## src/rtl/rcg_ctrl_gclk_div_pkg.sv

```systemverilog
// Shared definitions for the gated-clock divider enable generator:
// default ratio width, guard length and the ratio-update FSM state encoding.
// Optional feature macro: RCG_CTRL_GCLK_DIV_GUARD_EN (adds the GUARD state).
package rcg_ctrl_gclk_div_pkg;

   localparam int DIV_W_DEF = 8;
   localparam int GUARD_CYC = 2;

`ifdef RCG_CTRL_GCLK_DIV_GUARD_EN
   typedef enum logic [1:0] {
      ST_IDLE  = 2'd0,
      ST_DRAIN = 2'd1,
      ST_GUARD = 2'd2,
      ST_ACK   = 2'd3
   } div_state_e;
`else
   typedef enum logic [1:0] {
      ST_IDLE  = 2'd0,
      ST_DRAIN = 2'd1,
      ST_ACK   = 2'd3
   } div_state_e;
`endif

endpackage

```

## src/rtl/rcg_ctrl_gclk_div_gen_if.sv

```systemverilog
// Ratio-update handshake bundle between a requester (master) and the
// divider enable generator (slave).
interface rcg_ctrl_gclk_div_gen_if #(
   parameter int DIV_W = 8
) ();

   logic [DIV_W-1:0] div_ratio_in;
   logic             div_upd_req;
   logic             div_upd_ack;
   logic             div_busy;
   logic             div_upd_err;
   logic [DIV_W-1:0] div_ratio_cur;

   modport master (
      output div_ratio_in,
      output div_upd_req,
      input  div_upd_ack,
      input  div_busy,
      input  div_upd_err,
      input  div_ratio_cur
   );

   modport slave (
      input  div_ratio_in,
      input  div_upd_req,
      output div_upd_ack,
      output div_busy,
      output div_upd_err,
      output div_ratio_cur
   );

endinterface

```

## src/rtl/rcg_ctrl_gclk_div_cnt.sv

```systemverilog
// Phase counter for the divider: runs 0..N-1 and flags the terminal count.
// Ratios 0 and 1 both mean "no division", so every cycle is terminal.
module rcg_ctrl_gclk_div_cnt #(
   parameter int DIV_W = 8
) (
   input  logic             clk_in,
   input  logic             hgrst_n,
   input  logic [DIV_W-1:0] ratio,
   input  logic             clr,
   output logic             tc
);

   logic [DIV_W-1:0] cnt_reg;

   // Terminal count: last phase of the period, or always when not dividing.
   always_comb begin
      tc = (ratio <= DIV_W'(1)) || (cnt_reg == (ratio - DIV_W'(1)));
   end

   // Counter wraps on terminal count; clr restarts the phase on a ratio switch.
   always_ff @(posedge clk_in or negedge hgrst_n) begin
      if (!hgrst_n) begin
         cnt_reg <= '0;
      end else if (clr || tc) begin
         cnt_reg <= '0;
      end else begin
         cnt_reg <= cnt_reg + DIV_W'(1);
      end
   end

endmodule

```

## src/rtl/rcg_ctrl_gclk_div_gen.sv

```systemverilog
// Clock-gate enable generator for a divided gated clock. Produces a one-cycle
// enable every N cycles and switches ratio glitch-free at a period boundary.
// Optional feature macro: RCG_CTRL_GCLK_DIV_GUARD_EN inserts a GUARD_CYC-cycle
// quiet window (enable held low, counter held) between old and new ratio.
module rcg_ctrl_gclk_div_gen
   import rcg_ctrl_gclk_div_pkg::*;
#(
   parameter int DIV_W     = DIV_W_DEF,
   parameter int RST_RATIO = 1
) (
   input  logic                     clk_in,
   input  logic                     hgrst_n,
   input  logic                     scan_mode,
   rcg_ctrl_gclk_div_gen_if.slave   upd,
   output logic                     gclk_div_cg_en,
   output logic                     gclk_div_en
);

   div_state_e       state_reg, state_next;
   logic [DIV_W-1:0] shadow_reg, shadow_next;
   logic [DIV_W-1:0] ratio_cur_reg, ratio_next;
   logic             err_reg, err_next;
   logic             cg_en_reg, cg_next;
   logic             div_en_reg;
   logic             ack_reg;
   logic             busy_reg;
   logic             cnt_clr;
   logic             tc;
`ifdef RCG_CTRL_GCLK_DIV_GUARD_EN
   logic [1:0]       guard_reg, guard_next;
`endif

   rcg_ctrl_gclk_div_cnt #(
      .DIV_W (DIV_W)
   ) cnt_u (
      .clk_in  (clk_in),
      .hgrst_n (hgrst_n),
      .ratio   (ratio_cur_reg),
      .clr     (cnt_clr),
      .tc      (tc)
   );

   // Update FSM: accept in IDLE, wait for a period boundary, switch, acknowledge.
   always_comb begin
      state_next  = state_reg;
      shadow_next = shadow_reg;
      ratio_next  = ratio_cur_reg;
      err_next    = err_reg;
      cnt_clr     = 1'b0;
      cg_next     = tc;
`ifdef RCG_CTRL_GCLK_DIV_GUARD_EN
      guard_next  = guard_reg;
`endif
      if (upd.div_upd_req) begin
         if (state_reg == ST_IDLE) begin
            shadow_next = upd.div_ratio_in;
            err_next    = 1'b0;
            state_next  = ST_DRAIN;
         end else begin
            err_next    = 1'b1;
         end
      end
      case (state_reg)
         ST_DRAIN: begin
            // Switch on the terminal edge; the old-ratio pulse still goes out.
            if (tc) begin
               ratio_next = shadow_reg;
               cnt_clr    = 1'b1;
`ifdef RCG_CTRL_GCLK_DIV_GUARD_EN
               guard_next = 2'd0;
               state_next = ST_GUARD;
`else
               state_next = ST_ACK;
`endif
            end
         end
`ifdef RCG_CTRL_GCLK_DIV_GUARD_EN
         ST_GUARD: begin
            cnt_clr    = 1'b1;
            cg_next    = 1'b0;
            guard_next = guard_reg + 2'd1;
            if (guard_reg == 2'(GUARD_CYC - 1)) begin
               state_next = ST_ACK;
            end
         end
`endif
         ST_ACK: begin
            state_next = ST_IDLE;
         end
         default: begin
         end
      endcase
   end

   // State and output registers; reset abandons any update in flight.
   always_ff @(posedge clk_in or negedge hgrst_n) begin
      if (!hgrst_n) begin
         state_reg     <= ST_IDLE;
         shadow_reg    <= DIV_W'(RST_RATIO);
         ratio_cur_reg <= DIV_W'(RST_RATIO);
         err_reg       <= 1'b0;
         cg_en_reg     <= 1'b0;
         div_en_reg    <= 1'b0;
         ack_reg       <= 1'b0;
         busy_reg      <= 1'b0;
`ifdef RCG_CTRL_GCLK_DIV_GUARD_EN
         guard_reg     <= 2'd0;
`endif
      end else begin
         state_reg     <= state_next;
         shadow_reg    <= shadow_next;
         ratio_cur_reg <= ratio_next;
         err_reg       <= err_next;
         cg_en_reg     <= cg_next;
         div_en_reg    <= (ratio_next > DIV_W'(1));
         ack_reg       <= (state_next == ST_ACK);
         busy_reg      <= (state_next != ST_IDLE);
`ifdef RCG_CTRL_GCLK_DIV_GUARD_EN
         guard_reg     <= guard_next;
`endif
      end
   end

   // Scan forces the gate open and reports "not dividing"; counters keep running.
   always_comb begin
      gclk_div_cg_en    = scan_mode | cg_en_reg;
      gclk_div_en       = ~scan_mode & div_en_reg;
      upd.div_upd_ack   = ack_reg;
      upd.div_busy      = busy_reg;
      upd.div_upd_err   = err_reg;
      upd.div_ratio_cur = ratio_cur_reg;
   end

endmodule
```

## src/flat_wrapper.sv

```systemverilog
// flat-port wrapper written by rule: the top's interface ports become plain ports
module rcg_ctrl_gclk_div_gen_flat import rcg_ctrl_gclk_div_pkg::*;
#(
   parameter int DIV_W     = DIV_W_DEF,
   parameter int RST_RATIO = 1
)
  (clk_in, hgrst_n, scan_mode, gclk_div_cg_en, gclk_div_en, upd_div_ratio_in, upd_div_upd_req, upd_div_upd_ack, upd_div_busy, upd_div_upd_err, upd_div_ratio_cur);
  rcg_ctrl_gclk_div_gen_if #(.DIV_W(DIV_W)) upd_i ();
  input  logic clk_in;
  input  logic hgrst_n;
  input  logic scan_mode;
  output logic gclk_div_cg_en;
  output logic gclk_div_en;
  input wire logic [$bits(upd_i.div_ratio_in)-1:0] upd_div_ratio_in;
  input wire logic [$bits(upd_i.div_upd_req)-1:0] upd_div_upd_req;
  output wire logic [$bits(upd_i.div_upd_ack)-1:0] upd_div_upd_ack;
  output wire logic [$bits(upd_i.div_busy)-1:0] upd_div_busy;
  output wire logic [$bits(upd_i.div_upd_err)-1:0] upd_div_upd_err;
  output wire logic [$bits(upd_i.div_ratio_cur)-1:0] upd_div_ratio_cur;
  assign upd_i.div_ratio_in = upd_div_ratio_in;
  assign upd_i.div_upd_req = upd_div_upd_req;
  assign upd_div_upd_ack = upd_i.div_upd_ack;
  assign upd_div_busy = upd_i.div_busy;
  assign upd_div_upd_err = upd_i.div_upd_err;
  assign upd_div_ratio_cur = upd_i.div_ratio_cur;
  rcg_ctrl_gclk_div_gen #(.DIV_W(DIV_W), .RST_RATIO(RST_RATIO)) u_core (.clk_in(clk_in), .hgrst_n(hgrst_n), .scan_mode(scan_mode), .upd(upd_i), .gclk_div_cg_en(gclk_div_cg_en), .gclk_div_en(gclk_div_en));
endmodule
```

## config.mk

```make
export PLATFORM = sky130hd
export DESIGN_NAME = rcg_ctrl_gclk_div_gen_flat
export DESIGN_NICKNAME = d
export VERILOG_FILES = /design/src/rtl/rcg_ctrl_gclk_div_pkg.sv /design/src/rtl/rcg_ctrl_gclk_div_gen_if.sv /design/src/rtl/rcg_ctrl_gclk_div_cnt.sv /design/src/rtl/rcg_ctrl_gclk_div_gen.sv /design/src/flat_wrapper.sv
export SDC_FILE = /design/constraint.sdc
export NUM_CORES = 1
export LEC_CHECK = 0
export ABC_CLOCK_PERIOD_IN_PS = 5420
export BUFFER_PORTS_ARGS = -buffer_cell sky130_fd_sc_hd__buf_4
export CORE_AREA = 10 10 61 63
export CTS_BUF_LIST = sky130_fd_sc_hd__clkbuf_8
export CTS_CLUSTER_DIAMETER = 100
export DETAILED_ROUTE_END_ITERATION = 12
export DIE_AREA = 0 0 71 73
export HOLD_SLACK_MARGIN = 0.06
export PLACE_DENSITY = 0.84
export SLEW_MARGIN = 5
export SYNTH_ARGS = -nofsm -noshare
export SYNTH_HDL_FRONTEND = slang
export SYNTH_SLANG_ARGS = --single-unit
export TNS_END_PERCENT = 20
```

## constraint.sdc

```tcl
create_clock -name clk_in -period 5.42 [get_ports clk_in]
set_input_delay 0.271 -clock clk_in [delete_from_list [all_inputs] [get_ports clk_in]]
set_output_delay 0.271 -clock clk_in [all_outputs]
set_load 0.01 [all_outputs]
```

Word-level counts from Yosys, hierarchy flattened

Cells that the tools add are included.

$add $sub $neg: 2
$lt $le $gt $ge: 2
Equal/unequal tests: 4
Muxes and demuxes: 10
Bitwise gates (word level): 3
Reduce and logical (&&, ||, !) cells: 5

Operators with widths:

| operator                                                       | number |
|---|---|
| two-way mux 8 bit                                              | 3 |
| adder 8 x 1 -> 8 bit (second input constant)                   | 1 |
| equality test 8 bit                                            | 1 |
| greater-than comparator 8 x 1 -> 1 bit (second input constant) | 1 |
| <= comparator 8 x 1 -> 1 bit (second input constant)           | 1 |
| subtractor 8 x 1 -> 8 bit (second input constant)              | 1 |
| two-way mux 2 bit                                              | 3 |
| equality test 2 bit (second input constant)                    | 2 |
| case mux 2 bit (2 select lines)                                | 1 |
| two-way mux 1 bit                                              | 3 |
| equality test 2 x 1 -> 1 bit (second input constant)           | 1 |
| zero test 2 bit                                                | 1 |
| logical OR 1 bit                                               | 2 |
| AND reduction 2 bit                                            | 1 |
| nonzero test 2 bit                                             | 1 |
| bitwise AND 1 bit                                              | 1 |
| inverter 1 bit                                                 | 1 |
| OR 1 bit                                                       | 1 |

Register bits: 31
Input port bits: 12
Output and inout bits: 13
Word-level logic and storage cells: 35

Logic depth before layout (Yosys ltp)

Gate-level depths: netlist of the first run.

Depth in word-level cells: 7
Gate-level depth with buffers: 9
Mapped depth without buffers: 8

Modules after synthesis

Synthesis of the first run repeated with hierarchy kept, for this count alone.

Cell total of the unflattened synthesis: 124
Area, all modules: 1506.4 um^2

By module, submodules not included:

| module                | instances | cells an instance | area an instance (um^2) | seq. area each (um^2) |
|---|---|---|---|---|
| rcg_ctrl_gclk_div_gen | 1         | 59                | 877.1                   | 578.1 |
| rcg_ctrl_gclk_div_cnt | 1         | 65                | 629.4                   | 200.2 |

Least setup slack after synthesis of the first run

No wires, ideal clock.

Kind: flip-flop to flip-flop
From: register u_core.ratio_cur_reg[0], in the netlist u_core.upd.div_ratio_cur[0]
To: register u_core.ratio_cur_reg[1], in the netlist u_core.upd.div_ratio_cur[1]
Library setup time: 0.128 ns
Arrival: 2.426 ns
Data required time: 5.292 ns
Slack: 2.866 ns
Cell stages (with the launch flop): 10
Path buffers: 1
Period minus slack after synthesis: 2.554 ns
Cells stage by stage: dfstp_2 > inv_1 > ha_1 > clkbuf_1 > o21ba_1 > a221oi_1 > a41oi_1 > a211o_1 > a21oi_4 > mux2_1

Word-level cells in the longest chain between the ends: 5
Elaborated cells on any way between the ends: 6
Classes of those cells: add/sub: 1; order compare: 1; eq/ne: 1; mux: 2; reduce/logical: 1

RTL lines:

| item                           | RTL line                     | RTL |
|---|---|---|
| start: declaration             | rcg_ctrl_gclk_div_gen.sv:21  | `logic [DIV_W-1:0] ratio_cur_reg, ratio_next;` |
| start signal: assignment       | rcg_ctrl_gclk_div_gen.sv:100 | `ratio_cur_reg <= DIV_W'(RST_RATIO);` |
| start signal: assignment       | rcg_ctrl_gclk_div_gen.sv:112 | `ratio_cur_reg <= ratio_next;` |
| subtractor 8 x 1 -> 8 bit      | rcg_ctrl_gclk_div_cnt.sv:17  | `tc = (ratio <= DIV_W'(1)) \|\| (cnt_reg == (ratio - DIV_W'(1)));` |
| equality test 8 bit            | rcg_ctrl_gclk_div_cnt.sv:17  |  |
| logical OR 1 bit (*)           | rcg_ctrl_gclk_div_cnt.sv:17  |  |
| two-way mux 8 bit (*)          | rcg_ctrl_gclk_div_gen.sv:66  | `if (tc) begin` |
| two-way mux 8 bit (*)          | rcg_ctrl_gclk_div_gen.sv:63  | `case (state_reg)` |
| named net u_core.ratio_next[1] | rcg_ctrl_gclk_div_gen.sv:21  |  |

Mark *: on every way through the listed nets, which the timed path passes. The rest lies on a longest branch.
A chain may end at the register's enable or synchronous reset.

Final worst setup path of the first run

Same ends and word-level chain as after synthesis.

==> flow_summary.toml, run 1 <==
[placed_design]
gp_congestion = 0.866
dpl_cell_area_mm2 = 0.00172
port_buffers = 24
hpwl_um = 2620

[detailed_routing]
wirelength_um = 3330
drc_errors = 0
dr_total_vias = 1130
viasPerCell = 5.89
firstDrtPassIters = 4
ant_nets = 0
wl_per_cell_um = 17.3
drt_iter0_drc = 62

[power_and_ir_drop]
leakage_uw = 0.000843
power_uw = 1160
power_density_mw_per_mm2 = 632
ir_drop_mv = 0.475

[synth]
yosysWarnings = 0
synth.distinct_cells = 44
seq_area_frac_synth_pct = 51.3
avgSynthCellArea_um2 = 11.5
synth_ff_type = "dfrtp_1"
synth_nets = 147
synth_edf_count = 0
syn-cell-area_mm2 = 0.00152
async_flop_share_pct = 100
ys_seq_elements = 31
netlist_instances = 132

[timing]
whs_ps = 211
fmax_mhz = 375
final-max-slew-violation-count = 0
rsz0062_at_grt = "false"
tns_ps = 0
period_needed_ps = 2660
timing.final.crit_share_pct = 49.2
worst_pin_slew_ps = 654
finClkSkew_ps = 5.75
finalSetupViolCount = 0
maxSlewHeadroom_pct = 56.2
hold_viol = 0

[clock_tree]
numCtsBuffers = 5
clockRootBuffer = "clkbuf_8"
htreeDepth = 2
cts_tree = "yes"
cts_buffer_depth = 2
clock_sinks = 31
clk_pin_slew_ps = 60
ctsResizeCount = 0
holdBufCountCts = 1
post-cts-setup-buffers = 0
clk_latency_ps = 280

[final_layout]
final_common_cell = "dfrtp_1"
postLayoutCellArea_mm2 = 0.00184
nNetsFinal = 176
final_cell_mix = "29 x dfrtp_1, 24 x buf_4, 16 x nor2_1, 10 x xor2_1"
fillers = 216
final_core_util_pct = 70.2
syn_to_final_growth_pct = 21.1
multi_input_area_um2 = 712
drive_gt1_share_pct = 24.8
num_antenna_cells = 0
regArea_um2 = 778

[floorplanning]
num_rows = 19
die_h_um = 73
fp.dieW_um = 71
core-area_mm2 = 0.00262
io_pins = 25
initial_core_util_pct = 58.0
die_area_mm2 = 0.00518

[setup_path]
crit_type = "reg2reg"
end_kind = "flip-flop"
arrival_ps = 2820
critPathMaxFanout = 9
cp-startpoint = "u_core.upd.div_ratio_cur[0]$_DFF_PN1_"
crit_required_ps = 5580
worstSetupStartpointType = "flip-flop"
r2r-start = "u_core.upd.div_ratio_cur[0]$_DFF_PN1_"

[global_route]
antenna_found_initial = 0
first_global_vias = 1240
overflow = 0
grt_pass1_wl_um = 5620
grt_max_degree = 32
grt_usage_pct = 13.2

[worst_hold_path]
hold_path_class = "in2reg"
hold_start = "upd_div_ratio_in[1]"

[run_status]
run_status = "finished clean"

[flow_run]
cap_violations = 0
## metrics by stage
stage	worst slack [ps]	instances
global route	2640	192
global placement	2860	184
detailed placement	2750	184
finish	2760	192
CTS	2750	192
floorplan	2870	132
## routing by layer
layer  wire length [µm]  GRT usage, %  share of wire [%]  vias up
li1                   -             -                  -      539
met1               1360          14.1                 41      562
met2               1790          23.7                 54       25
met3                158          4.76                4.7        4
met4                 22          4.09               0.66        0
met5                  0             0                  0        -
## power breakdown
group,switching [µW],internal [µW],leakage [µW]
sequential,143,343,0.000367
combinational,228,236,0.000421
clock,79.0,133,0.0000554
## critical path: stages, from the launching register on
cell and delay (ps):
dfstp_2 600, inv_1 70, ha_1 290, o21ba_1 210
a221oi_1 300, a41oi_1 120, a211o_1 330, a21oi_4 290
mux2_1 350
## cell type report
class	instances	share of cell area, %
Clock inverter	2	1.84
Multi-Input combinational cell	94	38.8
Timing Repair Buffer	25	10.4
Inverter	4	0.817
Tap cell	31	2.11
Sequential cell	31	42.4
Clock buffer	5	3.75
## final timing paths
kind | end | slack [ps] | cells past startpoint
setup / recovery | u_core.upd.div_ratio_cur[1]$_DFF_PN0_ | 2760 | 8
hold / removal | u_core.shadow_reg[1]$_DFFE_PN0P_ | 210 | 2
setup reg to reg | u_core.upd.div_ratio_cur[1]$_DFF_PN0_ | 2760 | 8
hold reg to reg | u_core.upd.div_ratio_cur[3]$_DFF_PN0_ | 520 | 1
max in group asynchronous | u_core.upd.div_ratio_cur[0]$_DFF_PN1_ | 4650 | 2
min in group asynchronous | u_core.cnt_u.cnt_reg[3]$_DFF_PN0_ | 460 | 2
## cell families after synthesis
logic type	count (synthesis)	synth area share, %
muxes	10	7.43
adders and majority gates	3	2.48
buffers and inverters	7	1.73
DFF	31	51.3
AOI/OAI and AO/OA	24	13.1
and+or+nand+nor	43	15.8
xor gates and xnor gates	14	8.09
## synth_stat cells, drive strengths merged (3+ instances only)
cell | count | area share (%)
dfrtp | 29 | 48
clkbuf | 3 | 0.74
a21oi | 4 | 2.1
nand3 | 6 | 2.0
and3 | 4 | 1.6
inv | 4 | 0.99
ha | 3 | 2.5
nor2 | 16 | 4.0
mux2 | 10 | 7.4
a22o | 4 | 2.3
nand2 | 3 | 0.74
xor2 | 10 | 5.8
xnor2 | 4 | 2.3
No activity file was read; power rests on OpenSTA's default activity.
==> run 2: changes to the inputs <==
ABC_AREA = 1   (was not set)
ABC_CLOCK_PERIOD_IN_PS = 2600   (was 5420)
CORE_AREA = 10 10 64 66   (was 10 10 61 63)
DIE_AREA = 0 0 74 76   (was 0 0 71 73)
PLACE_DENSITY = 0.8   (was 0.84)
clock period = 2.6 ns   (was 5.42 ns; I/O delays follow)
==> run 2 against run 1 <==
Core utilization down 1.4 points. Highest routed layer unchanged. Largest power group is now combinational logic. Critical path type unchanged. Fmax increased by 17%. Worst hold slack got worse by 150 ps.
==> flow_summary.toml, run 2 <==
[final_layout]
postLayoutCellArea_mm2 = 0.00201
final_common_cell = "nand2_1"
final_cell_mix = "55 x nand2_1, 33 x inv_1, 29 x dfrtp_1, 25 x buf_4, 21 x nor2_1"
drive_gt1_share_pct = 21.2
fillers = 250
num_antenna_cells = 0
syn_to_final_growth_pct = 23.7
nNetsFinal = 259

[placed_design]
port_buffers = 24
hpwl_um = 2660
dpl_cell_area_mm2 = 0.00183
gp_congestion = 0.926

[setup_path]
crit_type = "reg2reg"
crit_buf_inv = 1
critPathMaxFanout = 16
worstSetupStartpointType = "flip-flop"
crit_path_top_delay_cell = "dfstp_2"
end_kind = "flip-flop"
r2r-start = "u_core.upd.div_ratio_cur[0]$_DFF_PN1_"
critPathMaxStageDelay_ps = 560
arrival_ps = 2460
cp_common_cell = "nand2_2"
crit_family = "simple AND/OR/NAND/NOR gates"
critical_path.cell_chain = "inv_1 -> ha_1 -> xor2_1 -> nand2_2 -> nor2_2 -> nand3_1 -> nor2_2 -> nand2_2 -> nand2_4 -> nand2_4 -> nand2_1 -> nand2_2 -> nor2_1 -> nand2_1"
crit_required_ps = 2780
rr_worst_depth = 14
rrSetupSlack_ps = 320
worst_r2r_endpoint = "u_core.div_en_reg$_DFF_PN0_"

[timing]
worst_pin_slew_ps = 417
rsz0062_at_grt = "false"
fmax_mhz = 439
maxSlewHeadroom_pct = 72.2
final-max-slew-violation-count = 0
finalSetupViolCount = 0
finClkSkew_ps = 5.59
tns_ps = 0
hold_viol = 0
period_needed_ps = 2280
timing.final.crit_share_pct = 87.6

[detailed_routing]
drt_iter0_drc = 87
wl_per_cell_um = 12.7
ant_nets = 0
viasPerCell = 4.95
wirelength_um = 3530
drc_errors = 0
firstDrtPassIters = 4
dr_total_vias = 1377

[clock_tree]
htreeDepth = 2
clock_sinks = 31
clk_latency_ps = 280
cts_tree = "yes"
clockRootBuffer = "clkbuf_8"
cts_buffer_depth = 2
numCtsBuffers = 5
post-cts-setup-buffers = 0
clk_pin_slew_ps = 60

[floorplanning]
io_pins = 25
die_area_mm2 = 0.00562
die_h_um = 76
initial_core_util_pct = 55.6
fp.dieW_um = 74
num_rows = 20
core-area_mm2 = 0.00293

[synth]
ys_top_cells_by_area = "dfrtp_1 45%, nand2_1 13%, inv_1 7.4%, nor2_1 4.8%, nand3_1 4.6%"
synth_nets = 221
yosysMostFrequentCell = "nand2_1"
avgSynthCellArea_um2 = 7.91
synth_top_area_cell = "dfrtp_1"
async_flop_share_pct = 100
syn-cell-area_mm2 = 0.00163
seq_area_frac_synth_pct = 47.8
synth_ff_type = "dfrtp_1"
netlist_instances = 206
synth.distinct_cells = 26
synth_common_cells = "55 x nand2_1, 32 x inv_1, 29 x dfrtp_1, 21 x nor2_1, 15 x nand3_1"
synth_top_area_share_pct = 44.5
yosysWarnings = 0
ys_seq_elements = 31
synth_edf_count = 0

[power_and_ir_drop]
p_sw_uw = 923
ir_drop_mv = 0.796
leakage_uw = 0.00105
clockPowerShare_pct = 18.0
intPower_uw = 1310
swShare_pct = 41.4
p_seq_share_pct = 39.6
power_frac_comb_pct = 42.5
power_density_mw_per_mm2 = 1110
power_uw = 2230

[worst_hold_path]
min_delay_path_depth = 3
hold_end = "u_core.shadow_reg[5]$_DFFE_PN0P_"
hold_start = "upd_div_ratio_in[5]"
hold_path_class = "in2reg"

[global_route]
grt_usage_pct = 13.6
first_global_vias = 1414
grt_pass1_wl_um = 6110
overflow = 0
grt_max_degree = 32
antenna_found_initial = 0

[flow_run]
cap_violations = 0

[run_status]
run_status = "finished clean"
==> run 2: cell types whose count changed in the layout (fill, tap and decap cells not counted), sizes merged, moves of 10 or more <==
cell / previous run / this run
nand3: 6 / 16
inv: 5 / 34
mux2: 10 / 0
nand2: 3 / 65
o21ai: 1 / 11
nor2: 16 / 26
==> run 2: repair_timing <==
action                                  CTS  global route
hold buffers                              8             0
gates resized for setup                   0             0
endpoints found under the setup margin    0             0
endpoints found under the hold margin    36             0
==> run 2: metrics by stage <==
stage               hold WS [ps]  util (%)  instances  worst slack (ps)
detailed placement          76.9      62.6        262               329
floorplan                   -166         -        206               472
CTS                         62.4      68.8        278               318
global placement            76.3      62.6        262               367
global route                75.7      68.8        278              79.0
finish                      61.5      68.8        278               322
==> run 2: worst max path at each step <==
stage,startpoint,endpoint,slack [ps],cells past startpoint
CTS,u_core.upd.div_ratio_cur[0]$_DFF_PN1_,u_core.div_en_reg$_DFF_PN0_,320,14
global placement,u_core.upd.div_ratio_cur[0]$_DFF_PN1_,u_core.div_en_reg$_DFF_PN0_,370,14
finish,u_core.upd.div_ratio_cur[0]$_DFF_PN1_,u_core.div_en_reg$_DFF_PN0_,320,14
floorplan,u_core.upd.div_ratio_cur[0]$_DFF_PN1_,u_core.div_en_reg$_DFF_PN0_,470,15
detailed placement,u_core.upd.div_ratio_cur[0]$_DFF_PN1_,u_core.div_en_reg$_DFF_PN0_,330,14
global route,u_core.upd.div_ratio_cur[0]$_DFF_PN1_,u_core.div_en_reg$_DFF_PN0_,80,16
==> run 2: area by class of cell <==
cell class / instances / area [µm²] / share of cell area, %
Inverter: 34 / 128 / 6.34
Sequential cell: 31 / 778 / 38.6
Clock buffer: 7 / 96.3 / 4.78
Clock inverter: 1 / 3.75 / 0.186
Tap cell: 33 / 41.3 / 2.05
Multi-Input combinational cell: 139 / 699 / 34.7
Timing Repair Buffer: 33 / 268 / 13.3
==> run 2: kinds of logic after synthesis <==
| family | synth area share (%) |
|---|---|
| AND/OR/NAND/NOR | 33.4 |
| AO/OA/AOI/OAI | 4.53 |
| XOR/XNOR | 2.69 |
| flip-flops | 47.8 |
| adder cells (fa/ha/maj) | 2.30 |
| buffers and inverters | 9.29 |
==> run 2: per-layer routing <==
metal,vias up,global-route usage (%),wire length (µm)
met2,37,21.7,1670
met1,627,14.6,1520
met4,0,7.46,66
met3,8,5.60,266
li1,705,-,-
met5,-,0,0
==> run 2: power groups by stage <==
stage	Sequential [µW]	Clock, µW	Combinational (µW)
floorplan	865	0	633
finish	883	401	947
global route	908	438	1090
detailed placement	885	0	941
CTS	879	413	958
global placement	886	0	916
==> run 2: worst register-to-register path, cell delays in order, from the launching register on <==
cell	delay, ps
dfstp_2	560
inv_1	110
ha_1	320
xor2_1	160
nand2_2	70
nor2_2	100
nand3_1	90
nor2_2	90
nand2_2	70
nand2_4	190
nand2_4	120
nand2_1	100
nand2_2	60
nor2_1	90
nand2_1	50
==> run 3: changes to the inputs <==
ABC_AREA = not set   (was 1)
CORE_AREA = 10 10 70 72   (was 10 10 64 66)
DIE_AREA = 0 0 80 82   (was 0 0 74 76)
PLACE_DENSITY = not set   (was 0.8)
==> run 3 against run 2 <==
Non-clock buffer count fell by 2. Fmax fell by 6.4%. Clock power fell by 8.5%. Sequential power rose by 12%. Sequential share of layout area rose by 2.4 points. Worst hold slack improved by 11 ps. Die area rose by 17%. Final cell count fell by 22%. Critical path type unchanged. Largest cell class unchanged. Highest routed layer unchanged.
==> flow_summary.toml, run 3 (synthesis results as in run 1) <==
[detailed_routing]
ant_nets = 0
drc_errors = 0
dr_total_vias = 1159
drt_iter0_drc = 64
wirelength_um = 3320
wl_per_cell_um = 15.4
viasPerCell = 5.37
firstDrtPassIters = 4

[placed_design]
gp_congestion = 0.818
hpwl_um = 2530
placed_cells = 203
post-place-ws_ps = 175
port_buffers = 24

[clock_tree]
clockRootBuffer = "clkbuf_8"
post-cts-setup-buffers = 0
clock_sinks = 31
htreeDepth = 2
clk_latency_ps = 290
cts_tree = "yes"
cts_buffer_depth = 2
numCtsBuffers = 5
ctsResizeCount = 0
holdBufCountCts = 5
clk_pin_slew_ps = 70

[floorplanning]
io_pins = 25
fp.dieW_um = 80
core-area_mm2 = 0.00358
num_rows = 22
initial_core_util_pct = 42.4
die_area_mm2 = 0.00656
die_h_um = 82

[setup_path]
crit_path_top_delay_cell = "dfstp_2"
critPathMaxStageDelay_ps = 530
critical_path.cell_chain = "inv_1 -> ha_1 -> o21ba_1 -> a221oi_1 -> a41oi_1 -> a211o_1 -> a21oi_4 -> mux2_1"
critPathMaxFanout = 8
worstSetupStartpointType = "flip-flop"
end_kind = "flip-flop"
crit_type = "reg2reg"
arrival_ps = 2610
crit_required_ps = 2770

[timing]
period_needed_ps = 2430
fmax_mhz = 411
maxSlewHeadroom_pct = 56.2
worst_pin_slew_ps = 654
tns_ps = 0
final-max-slew-violation-count = 0
rsz0062_at_grt = "false"
hold_viol = 0
setup_ws_ps = 167
finClkSkew_ps = 7.46
timing.final.crit_share_pct = 93.6
finalSetupViolCount = 0

[final_layout]
final_cell_mix = "29 x dfrtp_1, 26 x buf_4, 16 x nor2_1, 10 x xor2_1"
fin_cells = 216
num_antenna_cells = 0
nNetsFinal = 182
drive_gt1_share_pct = 25.6
syn_to_final_growth_pct = 25.0
final_common_cell = "dfrtp_1"

[power_and_ir_drop]
ir_drop_mv = 0.483
leakage_uw = 0.000860
power_density_mw_per_mm2 = 1240

[global_route]
overflow = 0
grt_pass1_wl_um = 5710
first_global_vias = 1203
antenna_found_initial = 0
grt_usage_pct = 11.3
grt_max_degree = 32

[run_status]
run_status = "finished clean"

[flow_run]
cap_violations = 0

[worst_hold_path]
hold_path_class = "in2reg"
[run 3: cell types whose count changed in the layout (fill, tap and decap cells not counted), moves of 6 or more]
cell,before,now
xor2_1,3,10
nand2_1,55,3
nand2_2,8,0
o21ai_0,10,0
mux2_1,0,6
inv_1,33,5
nand3_1,15,6
[run 3: where the power goes]
part | internal, µW | switching (µW) | total (µW) | leakage (µW)
Combinational | 512 | 481 | 993 | 0.000448
Clock | 183 | 184 | 367 | 0.0000453
Sequential | 714 | 273 | 986 | 0.000367
[run 3: metal layers]
layer | vias up | GRT usage (%) | part of all wire, %
met3 | 3 | 4.69 | 5.1
met4 | 0 | 4.23 | 1.0
met5 | - | 0 | 0
met1 | 578 | 11.6 | 40
met2 | 21 | 20.1 | 54
li1 | 557 | - | -
[run 3: metrics by stage]
stage                     util [%]  area [µm²]  hold slack (ps)  total power [µW]
after floorplan                  -        1520             -166              1620
after global placement        49.2        1760             77.9              1960
after detailed placement      49.2        1760             93.7              1990
after CTS                     53.0        1900             62.4              2380
after global routing          53.0        1900             67.9              2540
final                         53.0        1900             72.2              2350
[run 3: worst paths after layout]
| path | start | to | slack (ps) | cells past startpoint |
|---|---|---|---|---|
| worst max-delay path | u_core.upd.div_ratio_cur[0]$_DFF_PN1_ | u_core.upd.div_ratio_cur[1]$_DFF_PN0_ | 170 | 8 |
| worst min-delay path | upd_div_ratio_in[7] | u_core.shadow_reg[7]$_DFFE_PN0P_ | 70 | 2 |
| worst max register to register | u_core.upd.div_ratio_cur[0]$_DFF_PN1_ | u_core.upd.div_ratio_cur[1]$_DFF_PN0_ | 170 | 8 |
| worst min register to register | u_core.shadow_reg[3]$_DFFE_PN0P_ | u_core.upd.div_ratio_cur[3]$_DFF_PN0_ | 520 | 1 |
| max in group asynchronous | hgrst_n | u_core.upd.div_ratio_cur[0]$_DFF_PN1_ | 1980 | 2 |
| min in group asynchronous | hgrst_n | u_core.cnt_u.cnt_reg[0]$_DFF_PN0_ | 300 | 2 |
[run 3: critical path, delay by kind of cell (launching register included)]
kind,cells,cell delay (ps)
buffers and inverters,1,40
muxes,1,330
AOI/OAI and AO/OA,5,1120
DFF,1,530
adders and majority gates,1,280
[run 3: layout make-up]
cell class                      count  area [µm²]
Clock buffer                        5        68.8
Clock inverter                      3        16.3
Fill cell                         329        1680
Inverter                            4        15.0
Multi-Input combinational cell     94         712
Sequential cell                    31         778
Tap cell                           48        60.1
Timing Repair Buffer               31         245
